### config.mk
export PLATFORM = sky130hd
export DESIGN_NAME = taylor_exp_kernel
export DESIGN_NICKNAME = d
export VERILOG_FILES = /design/src/rtl/taylor_exp_kernel.sv
export SDC_FILE = /design/constraint.sdc
export NUM_CORES = 1
export LEC_CHECK = 0
export ABC_AREA = 1
export CAP_MARGIN = 25
export CELL_PAD_IN_SITES_DETAIL_PLACEMENT = 1
export CELL_PAD_IN_SITES_GLOBAL_PLACEMENT = 1
export CORE_ASPECT_RATIO = 0.9
export CORE_UTILIZATION = 35
export DETAILED_ROUTE_END_ITERATION = 7
export DONT_BUFFER_PORTS = 1
export HOLD_SLACK_MARGIN = 0.1
export PLACE_DENSITY_LB_ADDON = 0.1
export SLEW_MARGIN = 20
export SYNTH_ARGS = -nofsm -noshare
export SYNTH_HDL_FRONTEND = slang
export SYNTH_SLANG_ARGS = --single-unit
export TNS_END_PERCENT = 20
### constraint.sdc
create_clock -name clk -period 10.8 [get_ports clk]
set_input_delay 0.54 -clock clk [delete_from_list [all_inputs] [get_ports clk]]
set_output_delay 0.54 -clock clk [all_outputs]
set_load 0.005 [all_outputs]
### src/rtl/taylor_exp_kernel.sv
// Iterative Taylor-series evaluator for e^(+/-x), x an unsigned fraction.
// One series term per cycle; the result is clamped to the unsigned output range.
module taylor_exp_kernel #(
  parameter int FRAC_W     = 8,
  parameter int INT_W      = 2,
  parameter int N_TERMS    = 4,
  parameter int EARLY_EXIT = 1
) (
  input  logic                    clk,
  input  logic                    rst_n,
  input  logic                    in_valid,
  output logic                    in_ready,
  input  logic [FRAC_W-1:0]       in_data,
  input  logic                    in_sign,
  output logic                    out_valid,
  input  logic                    out_ready,
  output logic [INT_W+FRAC_W-1:0] out_data,
  output logic                    out_sat,
  output logic [2:0]              out_terms
);

  localparam int OW    = INT_W + FRAC_W;
  localparam int SW    = OW + 2;
  localparam int ONE_I = 1 << FRAC_W;
  localparam int MAX_I = (1 << OW) - 1;

  localparam logic signed [SW-1:0] ONE_S = SW'(ONE_I);
  localparam logic signed [SW-1:0] MAX_S = SW'(MAX_I);

  localparam logic [FRAC_W-1:0] R2 = FRAC_W'(ONE_I / 2);
  localparam logic [FRAC_W-1:0] R3 = FRAC_W'(ONE_I / 3);
  localparam logic [FRAC_W-1:0] R4 = FRAC_W'(ONE_I / 4);
  localparam logic [FRAC_W-1:0] R5 = FRAC_W'(ONE_I / 5);
  localparam logic [FRAC_W-1:0] R6 = FRAC_W'(ONE_I / 6);
  localparam logic [FRAC_W-1:0] R7 = FRAC_W'(ONE_I / 7);

  typedef enum logic [1:0] {
    IDLE,
    ITER,
    DONE
  } state_t;

  state_t state_q, state_d;

  logic [FRAC_W-1:0]     x_q, x_d;
  logic [FRAC_W-1:0]     term_q, term_d;
  logic                  sign_q, sign_d;
  logic [2:0]            k_q, k_d;
  logic signed [SW-1:0]  sum_q, sum_d;
  logic [OW-1:0]         out_data_q, out_data_d;
  logic                  out_sat_q, out_sat_d;
  logic [2:0]            out_terms_q, out_terms_d;

  logic [FRAC_W-1:0]     rk;
  logic [2*FRAC_W-1:0]   prod_tx;
  logic [2*FRAC_W-1:0]   prod_pr;
  logic [FRAC_W-1:0]     p;
  logic [FRAC_W-1:0]     term_next;
  logic signed [SW-1:0]  tn_ext;
  logic signed [SW-1:0]  in_ext;
  logic signed [SW-1:0]  sum_iter;
  logic                  last;

  always_comb begin
    rk = '0;
    unique case (k_q)
      3'd2:    rk = R2;
      3'd3:    rk = R3;
      3'd4:    rk = R4;
      3'd5:    rk = R5;
      3'd6:    rk = R6;
      3'd7:    rk = R7;
      default: rk = '0;
    endcase
  end

  // term_{k} = ((term_{k-1} * x) >> F) * (1/k) >> F, both truncating
  always_comb begin
    prod_tx   = {{FRAC_W{1'b0}}, term_q} * {{FRAC_W{1'b0}}, x_q};
    p         = FRAC_W'(prod_tx >> FRAC_W);
    prod_pr   = {{FRAC_W{1'b0}}, p} * {{FRAC_W{1'b0}}, rk};
    term_next = FRAC_W'(prod_pr >> FRAC_W);
    tn_ext    = {{(SW-FRAC_W){1'b0}}, term_next};
    in_ext    = {{(SW-FRAC_W){1'b0}}, in_data};
    if (sign_q && k_q[0])
      sum_iter = sum_q - tn_ext;
    else
      sum_iter = sum_q + tn_ext;
    last = (k_q == 3'(N_TERMS)) ||
           ((EARLY_EXIT != 0) && (term_next == '0));
  end

  always_comb begin
    state_d     = state_q;
    x_d         = x_q;
    term_d      = term_q;
    sign_d      = sign_q;
    k_d         = k_q;
    sum_d       = sum_q;
    out_data_d  = out_data_q;
    out_sat_d   = out_sat_q;
    out_terms_d = out_terms_q;
    unique case (state_q)
      IDLE: begin
        if (in_valid) begin
          x_d     = in_data;
          sign_d  = in_sign;
          term_d  = in_data;
          sum_d   = in_sign ? (ONE_S - in_ext) : (ONE_S + in_ext);
          k_d     = 3'd2;
          state_d = ITER;
        end
      end
      ITER: begin
        sum_d  = sum_iter;
        term_d = term_next;
        k_d    = k_q + 3'd1;
        if (last) begin
          state_d     = DONE;
          out_terms_d = k_q;
          if (sum_iter < 0) begin
            out_data_d = '0;
            out_sat_d  = 1'b1;
          end else if (sum_iter > MAX_S) begin
            out_data_d = MAX_S[OW-1:0];
            out_sat_d  = 1'b1;
          end else begin
            out_data_d = sum_iter[OW-1:0];
            out_sat_d  = 1'b0;
          end
        end
      end
      DONE: begin
        if (out_ready) state_d = IDLE;
      end
      default: state_d = IDLE;
    endcase
  end

  always_ff @(posedge clk or negedge rst_n) begin
    if (!rst_n) begin
      state_q     <= IDLE;
      x_q         <= '0;
      term_q      <= '0;
      sign_q      <= 1'b0;
      k_q         <= '0;
      sum_q       <= '0;
      out_data_q  <= '0;
      out_sat_q   <= 1'b0;
      out_terms_q <= '0;
    end else begin
      state_q     <= state_d;
      x_q         <= x_d;
      term_q      <= term_d;
      sign_q      <= sign_d;
      k_q         <= k_d;
      sum_q       <= sum_d;
      out_data_q  <= out_data_d;
      out_sat_q   <= out_sat_d;
      out_terms_q <= out_terms_d;
    end
  end

  // Ready is masked while reset is held so nothing is offered during it.
  assign in_ready  = (state_q == IDLE) && rst_n;
  assign out_valid = (state_q == DONE);
  assign out_data  = out_data_q;
  assign out_sat   = out_sat_q;
  assign out_terms = out_terms_q;

endmodule

# == Yosys cells after proc, flatten, opt, wreduce, memory -nomap -nowiden ==
# Cells that the tools add are included.
# word_totals
out_inout_bits,16
elab_cells,56
reg_bits,48
# classes
n_addsub,5
n_mul,2
order_cmp,2
muxes,17
reduce_logical,10
eq_ne,11
# op_table
cell,count
8-bit case mux with 6 select lines,1
12-bit 2-to-1 mux,3
8-bit by 8-bit multiplier with 16-bit output,2
12-bit case mux with 2 select lines,1
10-bit 2-to-1 mux,2
8-bit case mux with 2 select lines,1
12-bit by 9-bit adder with 12-bit output,1
3-bit equality test (second input constant),4
12-bit by 11-bit greater-than comparator with 1-bit output (second input constant),1
12-bit by 1-bit less-than comparator with 1-bit output (second input constant),1
12-bit by 9-bit subtractor with 12-bit output,1
9-bit by 8-bit adder with 10-bit output (first input constant),1
9-bit by 8-bit subtractor with 10-bit output (first input constant),1
8-bit logical NOT,1
8-bit 2-to-1 mux,1
3-bit by 2-bit equality test with 1-bit output (second input constant),2
2-bit 2-to-1 mux,3
2-bit case mux with 3 select lines,1
3-bit case mux with 2 select lines,1
2-bit AND reduction,3
2-bit != test (second input constant),2
3-bit by 1-bit adder with 3-bit output (second input constant),1
3-bit 2-to-1 mux,1
3-bit AND reduction,1
8 further kinds,10

# == Logic depth before layout (Yosys ltp) ==
# Gate-level depths: netlist (run 1).
# depth
depth_word,8
depth_mapped,67
mapped_depth_nobuf,66

# == Worst setup path after synthesis (run 1) ==
# OpenSTA, ideal clock, no wires.
# synth_path
path_type,flip-flop to flip-flop
from,register x_q[7]
to,register out_data_q[0] (netlist: out_data[0])
path_buffers,2
t_arrival_ps,10216
path_slack_ps,469
required_time_ps,10685
path_stages_with_launch,63
path_cell_list,dfrtp_1 > clkbuf_1 > nand2_1 > fa_1 > fa_1 > inv_1 > fa_1 > inv_1 > fa_1 > inv_1 > ha_1 > nand2_1 > o21a_1 > nand2_2 > nand2_1 > nand2_1 > nand2_1 > a21oi_1 > [... 27 more ...] > o21ai_0 > xor2_1 > ha_1 > nand2_1 > a21oi_1 > a211oi_1 > o21ai_0 > nand3_1 > nand2_1 > a21o_1 > a21oi_1 > xor2_1 > inv_1 > nand4_1 > nand2_2 > buf_6 > nand3_2 > nand2_2
# synth_via
elab_chain_cells,7
elab_cells_between_ends,12
cone_classes,add/sub: 2; mul: 2; order compare: 2; mux: 3; reduce/logical: 3
# synth_lines
item,line,source
from (decl),45,"logic [FRAC_W-1:0] x_q, x_d;"
from (signal assigned),143,x_q <= '0;
from (signal assigned),153,x_q <= x_d;
8-bit by 8-bit multiplier with 16-bit output *,79,"prod_tx = {{FRAC_W{1'b0}}, term_q} * {{FRAC_W{1'b0}}, x_q};"
8-bit by 8-bit multiplier with 16-bit output *,81,"prod_pr = {{FRAC_W{1'b0}}, p} * {{FRAC_W{1'b0}}, rk};"
12-bit by 9-bit adder with 12-bit output or 12-bit by 9-bit subtractor with 12-bit output (tied branches),"88, 86",
12-bit 2-to-1 mux,85,if (sign_q && k_q[0])
12-bit by 11-bit greater-than comparator with 1-bit output,124,end else if (sum_iter > MAX_S) begin
10-bit 2-to-1 mux,124,
10-bit 2-to-1 mux,121,if (sum_iter < 0) begin
to (signal assigned),158,out_data_q <= out_data_d;
to (decl),50,"logic [OW-1:0] out_data_q, out_data_d;"
# Mark *: on every way between the ends. The rest lies on a longest branch, timed or not.
# A chain may end at the register's enable or synchronous reset.

# == Worst setup path in the final report (run 1) ==
# layout_path
from,register x_q[4]
to,register out_sat_q (netlist: out_sat)
# layout_via
elab_chain_cells,7
elab_cells_between_ends,12
cone_classes,add/sub: 2; mul: 2; order compare: 2; mux: 3; reduce/logical: 3
# layout_lines
item,line,source
8-bit by 8-bit multiplier with 16-bit output *,79,
8-bit by 8-bit multiplier with 16-bit output *,81,
12-bit by 9-bit adder with 12-bit output or 12-bit by 9-bit subtractor with 12-bit output (tied branches),"88, 86",
12-bit 2-to-1 mux,85,
12-bit by 11-bit greater-than comparator with 1-bit output,124,
1-bit 2-to-1 mux,124,
1-bit 2-to-1 mux,121,
to (signal assigned),159,out_sat_q <= out_sat_d;
to (decl),51,"logic out_sat_q, out_sat_d;"
# Marks and branches as above.

==> results of run 1 <==
[worst max-delay path by stage]
stage / startpoint / endpoint / slack (ns) / cells after the start
floorplan: x_q[7] / out_data[0] / 0.47 / 62
global placement: term_q[2] / out_data[0] / -0.07 / 60
detailed placement: term_q[2] / out_data[7] / -0.21 / 60
CTS: x_q[2] / out_data[7] / 0.008 / 59
global route: x_q[6] / out_sat / -0.17 / 59
finish: x_q[4] / out_sat / 0.47 / 53
[critical path, delay by kind of cell, from the launching register on]
family / cells / cell delay [ns]
AOI/OAI and AO/OA: 12 / 1.81
xor gates and xnor gates: 4 / 0.66
adders and majority gates: 12 / 5.05
buffers and inverters: 9 / 0.77
DFF: 1 / 0.44
and+or+nand+nor: 16 / 1.49
[flip-flops by register name, indices dropped and copies added, names as in the netlist]
name,flops
k_q,3
out_data,10
out_sat,1
out_terms,3
sign_q,1
state_q,2
sum_q,12
term_q,8
x_q,8
[synthesized netlist by cell type, types with 3 or more instances]
master / count
nand2_1: 233
inv_1: 215
ha_1: 86
fa_1: 71
nor2_1: 60
dfrtp_1: 48
o21ai_0: 29
a21oi_1: 28
clkbuf_1: 18
nand2_2: 17
nand3_1: 16
nand3_2: 14
xor2_1: 13
xnor2_1: 8
nand4_1: 6
o211ai_1: 6
o221ai_1: 5
nand2_4: 4
nor3_1: 4
o21bai_1: 4
a21o_1: 3
a221oi_1: 3
buf_4: 3
buf_6: 3
nor2_2: 3
[metrics by stage]
step	hold WS [ns]	cells	cell area (µm²)	TNS, ns	worst slack (ns)
4_1_cts	0.101	1223	7920	0	0.00787
3_3_place_gp	0.245	1212	7690	-0.748	-0.0673
3_5_place_dp	0.245	1212	7690	-2.45	-0.213
2_1_floorplan	0.244	936	7160	0	0.469
6_report	0.0875	1245	8490	0	0.467
5_1_grt	0.105	1245	8490	-1.64	-0.170
[area by class of cell]
type                            count  area (µm²)  share of cell area, %
Clock inverter                      1        5.00                 0.0590
Multi-Input combinational cell    643        5410                   63.8
Tap cell                          255         319                   3.76
Sequential cell                    48        1210                   14.3
Timing Repair Buffer               72         582                   6.85
Clock buffer                        6         129                   1.52
Inverter                          220         831                   9.79
[repair_timing]
item	4_1_cts	5_1_grt
gates cloned	1	1
endpoints found under the setup margin	13	18
setup buffers	2	21
hold buffers	1	0
pin swaps	8	44
gates resized for setup	15	97
endpoints found under the hold margin	48	0
[routing by layer]
metal	global-route usage (%)	part of all wire, %	vias to the layer above
met2	33.1	49	46
met5	0	0	-
met1	27.3	49	2948
met4	1.63	0.49	0
met3	1.82	2.3	8
li1	-	-	2947
[cell families after synthesis]
kind of cell / share of synthesized area (%)
AOI/OAI and AO/OA: 7.65
xor gates and xnor gates: 3.41
adders and majority gates: 34.9
buffers and inverters: 13.6
DFF: 16.8
and+or+nand+nor: 23.7
==> flow_summary.json, run 1 <==
{
  "startpoint_type": "flip-flop",
  "syn_area_um2": 7160,
  "vias_per_cell": 4.78,
  "synth-edff-count": 0,
  "core_region_area_um2": 20000,
  "period_needed_ns": 10.33,
  "reg2regPathDepth": 53,
  "rsz0062_at_grt": "yes",
  "dieHeight_um": 138,
  "ys_ff_latch": 48,
  "finalSetupViolations": 0,
  "drc": 1,
  "worstReg2RegStart": "x_q[4]",
  "synth.distinct_cells": 51,
  "relSlewSlack_pct": 43.5,
  "vias": 5949,
  "gp_congestion": 0.785,
  "final_common_cell": "inv_1",
  "dieArea_um2": 21000,
  "status": "finished with violations",
  "grt_usage_pct": 19.3,
  "n_antenna_cell": 0,
  "slowest_delay_ns": 0.58,
  "most-common-layout-cells": "inv_1 (210), nand2_1 (209), ha_1 (77)",
  "max_freq_mhz": 96.8,
  "first_pass_iters": 8,
  "grt_max_degree": 49,
  "violations": "design-rule violations",
  "timing.rr.end": "out_sat",
  "maxCapViolations": 0,
  "r2r_setup_slack_ns": 0.47,
  "synth_top_area_share_pct": 19.8,
  "numPortBuffers": 0,
  "dp_hpwl_mm": 16.5,
  "grt_overflow": 0,
  "worstPathArrival_ns": 10.52,
  "ys_top_cells_by_area": "fa_1 (20%), dfrtp_1 (17%), ha_1 (15%), nand2_1 (12%), inv_1 (11%)",
  "clkTransAtPathRegs_ns": 0.07,
  "placementRows": 49,
  "clock_latency_ns": 0.30,
  "critPathCaptureType": "flip-flop",
  "antenna_found_initial": 0,
  "grt_pass1_vias": 6151,
  "grt_pass1_wl_mm": 31.9,
  "required_ns": 10.99,
  "ys_seq_area_share_pct": 16.8,
  "syn_nets": 1106,
  "finalMaxSlewViolations": 0,
  "yosysWarnings": 0,
  "path_class": "flip-flop to flip-flop",
  "synth_cells": 936,
  "synth.avg_cell_area_um2": 7.65,
  "synthArstFlopShare_pct": 100,
  "die_x_um": 153,
  "critPathMaxFanout": 6,
  "hold_class": "input port to async pin",
  "crit_slowest_cell": "fa_1",
  "cts_root_buf": "clkbuf_16",
  "htreeDepth": 2,
  "fin_crit_sh_pct": 95.7,
  "utilization_pct": 42.3,
  "synth_top_area_cell": "fa_1",
  "cts_num_sinks": 48,
  "nets": 1160,
  "numCtsBuffers": 5,
  "hold_viol": 0,
  "syn_to_final_growth_pct": 18.5,
  "final_antenna_net_count": 0,
  "wire_per_inst_um": 16.2,
  "clock_skew_ns": 0.00721,
  "drt-initial-drc-count": 180,
  "worst_slew_pin_slew_ns": 0.846,
  "clock_path_buffers": 2,
  "wl_mm": 20.1,
  "cts_tree": "done",
  "io_pins": 29,
  "synth_flop_cell": "dfrtp_1",
  "drive_gt1_share_pct": 21.0,
  "nFillCells": 2446,
  "start_util_pct": 35.7
}
Power of run 1 is not shown: default switching activity piles up to over one toggle a cycle in this logic, so the estimate is an artifact.
==> run 2: changes to the inputs <==
--- a/config.mk
+++ b/config.mk
@@ -10,12 +10,12 @@
 export CELL_PAD_IN_SITES_DETAIL_PLACEMENT = 1
 export CELL_PAD_IN_SITES_GLOBAL_PLACEMENT = 1
 export CORE_ASPECT_RATIO = 0.9
+export CORE_MARGIN = 4
 export CORE_UTILIZATION = 35
 export DETAILED_ROUTE_END_ITERATION = 7
 export DONT_BUFFER_PORTS = 1
 export HOLD_SLACK_MARGIN = 0.1
 export PLACE_DENSITY_LB_ADDON = 0.1
-export SLEW_MARGIN = 20
 export SYNTH_ARGS = -nofsm -noshare
 export SYNTH_HDL_FRONTEND = slang
 export SYNTH_SLANG_ARGS = --single-unit
==> run 2 against run 1 <==
Net effect:
- the flow now finishes without violations
- worst setup slack improved by 0.024 ns
- core utilization increased by 0.20 points
- clock-buffer cell count unchanged
- critical path depth is 1 higher
- global-route usage decreased by 1.6 points
- register-to-register slack better by 0.02 ns
- sequential share of layout area shrank 0.067 points
- first-iteration DRC count up 38%
- via count down 1.0%
- critical path type unchanged
==> flow_summary.json, run 2 (synthesized netlist as in run 1, its figures left out) <==
{
  "status": "completed",
  "hold_viol": 0,
  "r2r_setup_slack_ns": 0.49,
  "fin_setup_tns_ns": 0,
  "htreeDepth": 2,
  "clock_path_buffers": 2,
  "clock_skew_ns": 0.00964,
  "grt_usage_pct": 17.7,
  "start_util_pct": 35.7,
  "most-common-layout-cells": "nand2_1 (210), inv_1 (203), ha_1 (77)",
  "clkTransAtPathRegs_ns": 0.07,
  "wl_mm": 20.1,
  "io_pins": 29,
  "largest_reg_flops": 12,
  "hold_slack_ns": 0.335,
  "path_class": "flip-flop to flip-flop",
  "grt_max_degree": 49,
  "syn_to_final_growth_pct": 19.1,
  "worstReg2RegStart": "x_q[2]",
  "worstPathArrival_ns": 10.49,
  "startpoint_type": "flip-flop",
  "dieArea_um2": 22800,
  "dp_hpwl_mm": 16.8,
  "antenna_found_initial": 0,
  "drive_gt1_share_pct": 22.8,
  "required_ns": 10.98,
  "cts_tree": "done",
  "wire_per_inst_um": 16.1,
  "crit_slowest_cell": "fa_2",
  "drc": 0,
  "grt_pass1_vias": 6173,
  "finalMaxSlewViolations": 0,
  "placementRows": 49,
  "drt-initial-drc-count": 248,
  "cp_top_family": "adder cells",
  "clock_latency_ns": 0.30,
  "maxCapViolations": 0,
  "max_freq_mhz": 97.0,
  "gp_congestion": 0.823,
  "critPathCaptureType": "flip-flop",
  "cp-startpoint": "x_q[2]",
  "grt_overflow": 0,
  "nFillCells": 2464,
  "finalSetupViolations": 0,
  "die_x_um": 159,
  "final_common_cell": "nand2_1",
  "first_pass_iters": 5,
  "worst_slew_pin_slew_ns": 0.789,
  "fin_crit_sh_pct": 95.5,
  "period_needed_ns": 10.31,
  "cts_num_sinks": 48,
  "grt_pass1_wl_mm": 32.6,
  "slowest_delay_ns": 0.59,
  "relSlewSlack_pct": 47.3,
  "path_buf_inv": 9,
  "nets": 1164,
  "critPathMaxFanout": 6,
  "top_register": "sum_q",
  "vias_per_cell": 4.71,
  "numPortBuffers": 0,
  "n_antenna_cell": 0,
  "reg2regPathDepth": 54,
  "core_region_area_um2": 20000,
  "cts_root_buf": "clkbuf_16",
  "vias": 5888,
  "final_antenna_net_count": 0,
  "timing.rr.end": "out_data[4]",
  "hold_start": "out_ready",
  "worst-path-stages": 54,
  "cp-endpoint": "out_data[4]",
  "numCtsBuffers": 5,
  "hold_class": "input port to flip-flop",
  "dieHeight_um": 144
}
==> run 2: final cells by class <==
| cell class | instances | area [µm²] | area share (%) |
|---|---|---|---|
| multi-input cells | 643 | 5430 | 63.7 |
| flip-flops and latches | 48 | 1210 | 14.2 |
| inverters | 220 | 831 | 9.74 |
| clock buffers | 6 | 129 | 1.51 |
| repair buffers | 76 | 604 | 7.09 |
| well taps | 255 | 319 | 3.74 |
| clock inverters | 1 | 5.00 | 0.0587 |
==> run 2: how the worst min path moves through the flow <==
| stage | to | cells after the start | slack (ns) |
|---|---|---|---|
| global placement | state_q[0] | 0 | 0.25 |
| global route | state_q[1] | 1 | 0.34 |
| finish | state_q[1] | 1 | 0.33 |
| detailed placement | state_q[1] | 0 | 0.25 |
| CTS | state_q[1] | 1 | 0.33 |
| floorplan | k_q[0] | 0 | 0.24 |
==> run 2: through the flow <==
step	instance area [µm²]	setup WS [ns]	cells	util, %
after floorplan	7160	0.469	936	-
after global placement	7720	-0.128	1216	38.5
after detailed placement	7720	-0.267	1216	38.5
after CTS	7900	0.0163	1225	39.4
after global routing	8530	-0.106	1249	42.5
final	8530	0.491	1249	42.5
==> run 2: worst register-to-register path, delay by kind of cell (launching register included) <==
| kind | cells | cell delay [ns] |
|---|---|---|
| buf+inv | 9 | 0.69 |
| simple gates | 18 | 1.69 |
| xor+xnor | 4 | 0.79 |
| fa+ha+maj | 12 | 4.93 |
| compound gates | 11 | 1.65 |
| flops | 1 | 0.44 |
==> run 2: routing by layer <==
layer | track usage, % | vias to the layer above | routed length (µm)
met2 | 30.2 | 54 | 9720
li1 | - | 2948 | -
met5 | 0 | - | 0
met3 | 1.89 | 10 | 538
met1 | 25.4 | 2876 | 9680
met4 | 1.69 | 0 | 148
==> run 2: timing repair <==
action                     CTS  global route
hold buffers                 2             0
buffers inserted             0            23
gates resized for setup      6           120
cloned                       0             1
hold endpoints to repair    48             0
pin swaps                    0            70
setup endpoints to repair   13            18
Power of run 2 is left out for the same reason.
==> run 3: changes to the inputs <==
--- a/config.mk
+++ b/config.mk
@@ -16,6 +16,7 @@
 export DONT_BUFFER_PORTS = 1
 export HOLD_SLACK_MARGIN = 0.1
 export PLACE_DENSITY_LB_ADDON = 0.1
+export REMOVE_ABC_BUFFERS = 1
 export SYNTH_ARGS = -nofsm -noshare
 export SYNTH_HDL_FRONTEND = slang
 export SYNTH_SLANG_ARGS = --single-unit
==> run 3 against run 2 <==
Net effect:
- die area unchanged
- clock-buffer cell count stayed put
- cell count is 0.80% higher
- sequential share of layout area shrank 0.15 points
- first-iteration DRC count down 20%
- wire length fell by 0.15%
- clock skew down 0.0056 ns
- via count grew 2.0%
- non-clock buffer count rose by 10
- global-route usage about the same
- critical endpoint is now out_sat
- largest cell class unchanged
==> flow_summary.json, run 3 (synthesized netlist as in run 1, its figures left out) <==
{
  "status": "completed",
  "final_area_um2": 8620,
  "io_pins": 29,
  "critPathCaptureType": "flip-flop",
  "wl_mm": 20.1,
  "cp_top_family": "adder cells",
  "hold_end": "state_q[1]",
  "max_freq_mhz": 96.8,
  "top_usage_layer": "met2",
  "largest_reg_flops": 12,
  "antenna_found_initial": 0,
  "clock_skew_ns": 0.00405,
  "global_route.usage.met2_pct": 30.9,
  "first_pass_iters": 4,
  "numPortBuffers": 0,
  "final_antenna_net_count": 0,
  "cts_tree": "done",
  "reg2regPathDepth": 63,
  "worstPathArrival_ns": 10.52,
  "final_common_cell": "nand2_1",
  "fin_setup_tns_ns": 0,
  "cts_num_sinks": 48,
  "slowest_delay_ns": 0.56,
  "rsz0062_at_grt": "yes",
  "die_x_um": 159,
  "path_class": "flip-flop to flip-flop",
  "startpoint_type": "flip-flop",
  "start_util_pct": 35.7,
  "wire_per_inst_um": 15.9,
  "most-common-layout-cells": "nand2_1 (208), inv_1 (204), buf_4 (82)",
  "relSlewSlack_pct": 44.2,
  "period_needed_ns": 10.33,
  "path_buf_inv": 12,
  "hold_start": "out_ready",
  "dieHeight_um": 144,
  "grt_overflow": 0,
  "fin_crit_sh_pct": 95.7,
  "dp_hpwl_mm": 16.4,
  "met1_usage_pct": 24.6,
  "clock_latency_ns": 0.29,
  "worst_slew_pin_slew_ns": 0.836,
  "cp_common_cell": "nand2_2",
  "crit_slowest_cell": "fa_1",
  "maxCapViolations": 0,
  "placementRows": 49,
  "drive_gt1_share_pct": 23.4,
  "met3_usage_pct": 1.95,
  "grt_usage_pct": 17.7,
  "critPathMaxFanout": 6,
  "htreeDepth": 2,
  "gp_congestion": 0.832,
  "nets": 1174,
  "required_ns": 10.99,
  "worstReg2RegStart": "term_q[4]",
  "top_register": "sum_q",
  "finalMaxSlewViolations": 0,
  "core_region_area_um2": 20000,
  "r2r_setup_slack_ns": 0.47,
  "clock_path_buffers": 2,
  "grt_max_degree": 49,
  "vias_per_cell": 4.77,
  "numCtsBuffers": 5,
  "drt-initial-drc-count": 198,
  "grt_pass1_wl_mm": 32.8,
  "cts_root_buf": "clkbuf_16",
  "vias": 6006,
  "dieArea_um2": 22800,
  "grt_pass1_vias": 6286,
  "timing.rr.end": "out_sat",
  "hold_class": "input port to flip-flop",
  "syn_to_final_growth_pct": 20.3,
  "finalSetupViolations": 0,
  "n_antenna_cell": 0,
  "hold_depth": 1,
  "clkTransAtPathRegs_ns": 0.07,
  "hold_viol": 0,
  "worst-path-stages": 63,
  "placed_area_um2": 7800,
  "drc": 0
}
[run 3: timing repair]
item | 4_1_cts | 5_1_grt
cloned | 1 | 1
endpoints found under the hold margin | 48 | 0
pin swaps | 9 | 77
setup buffers | 8 | 14
hold buffers | 2 | 0
setup endpoints to repair | 13 | 16
gates resized for setup | 25 | 99
[run 3: through the flow]
step           hold slack (ns)  utilization [%]  instances  worst slack [ns]
6_report                 0.336             43.0       1259             0.469
3_3_place_gp             0.245             38.9       1226           -0.0602
2_1_floorplan            0.244                -        910             0.392
3_5_place_dp             0.245             38.9       1226            -0.199
5_1_grt                  0.310             43.0       1259            -0.137
4_1_cts                  0.317             40.6       1244            0.0253
[run 3: how the worst max path moves through the flow]
stage          slack (ns)           to      start
2_1_floorplan        0.39  out_data[0]  term_q[1]
3_3_place_gp        -0.06  out_data[8]  term_q[2]
3_5_place_dp        -0.20  out_data[7]  term_q[3]
4_1_cts              0.03      out_sat     x_q[3]
5_1_grt             -0.14      out_sat  term_q[4]
6_report             0.47      out_sat  term_q[4]
[run 3: area by class of cell]
cell class                 instances  area, µm²
multi-input combinational        643       5440
fill                            2462      11400
sequential                        48       1210
inverter                         220        831
clock inverter                     1       8.76
clock buffer                       6        139
timing repair buffer              86        676
tap                              255        319
[run 3: layer usage]
layer / vias up / routed length [µm]
li1: 2971 / -
met1: 2971 / 9580
met2: 52 / 9910
met3: 12 / 419
met4: 0 / 144
met5: - / 0
Power of run 3 is left out for the same reason.
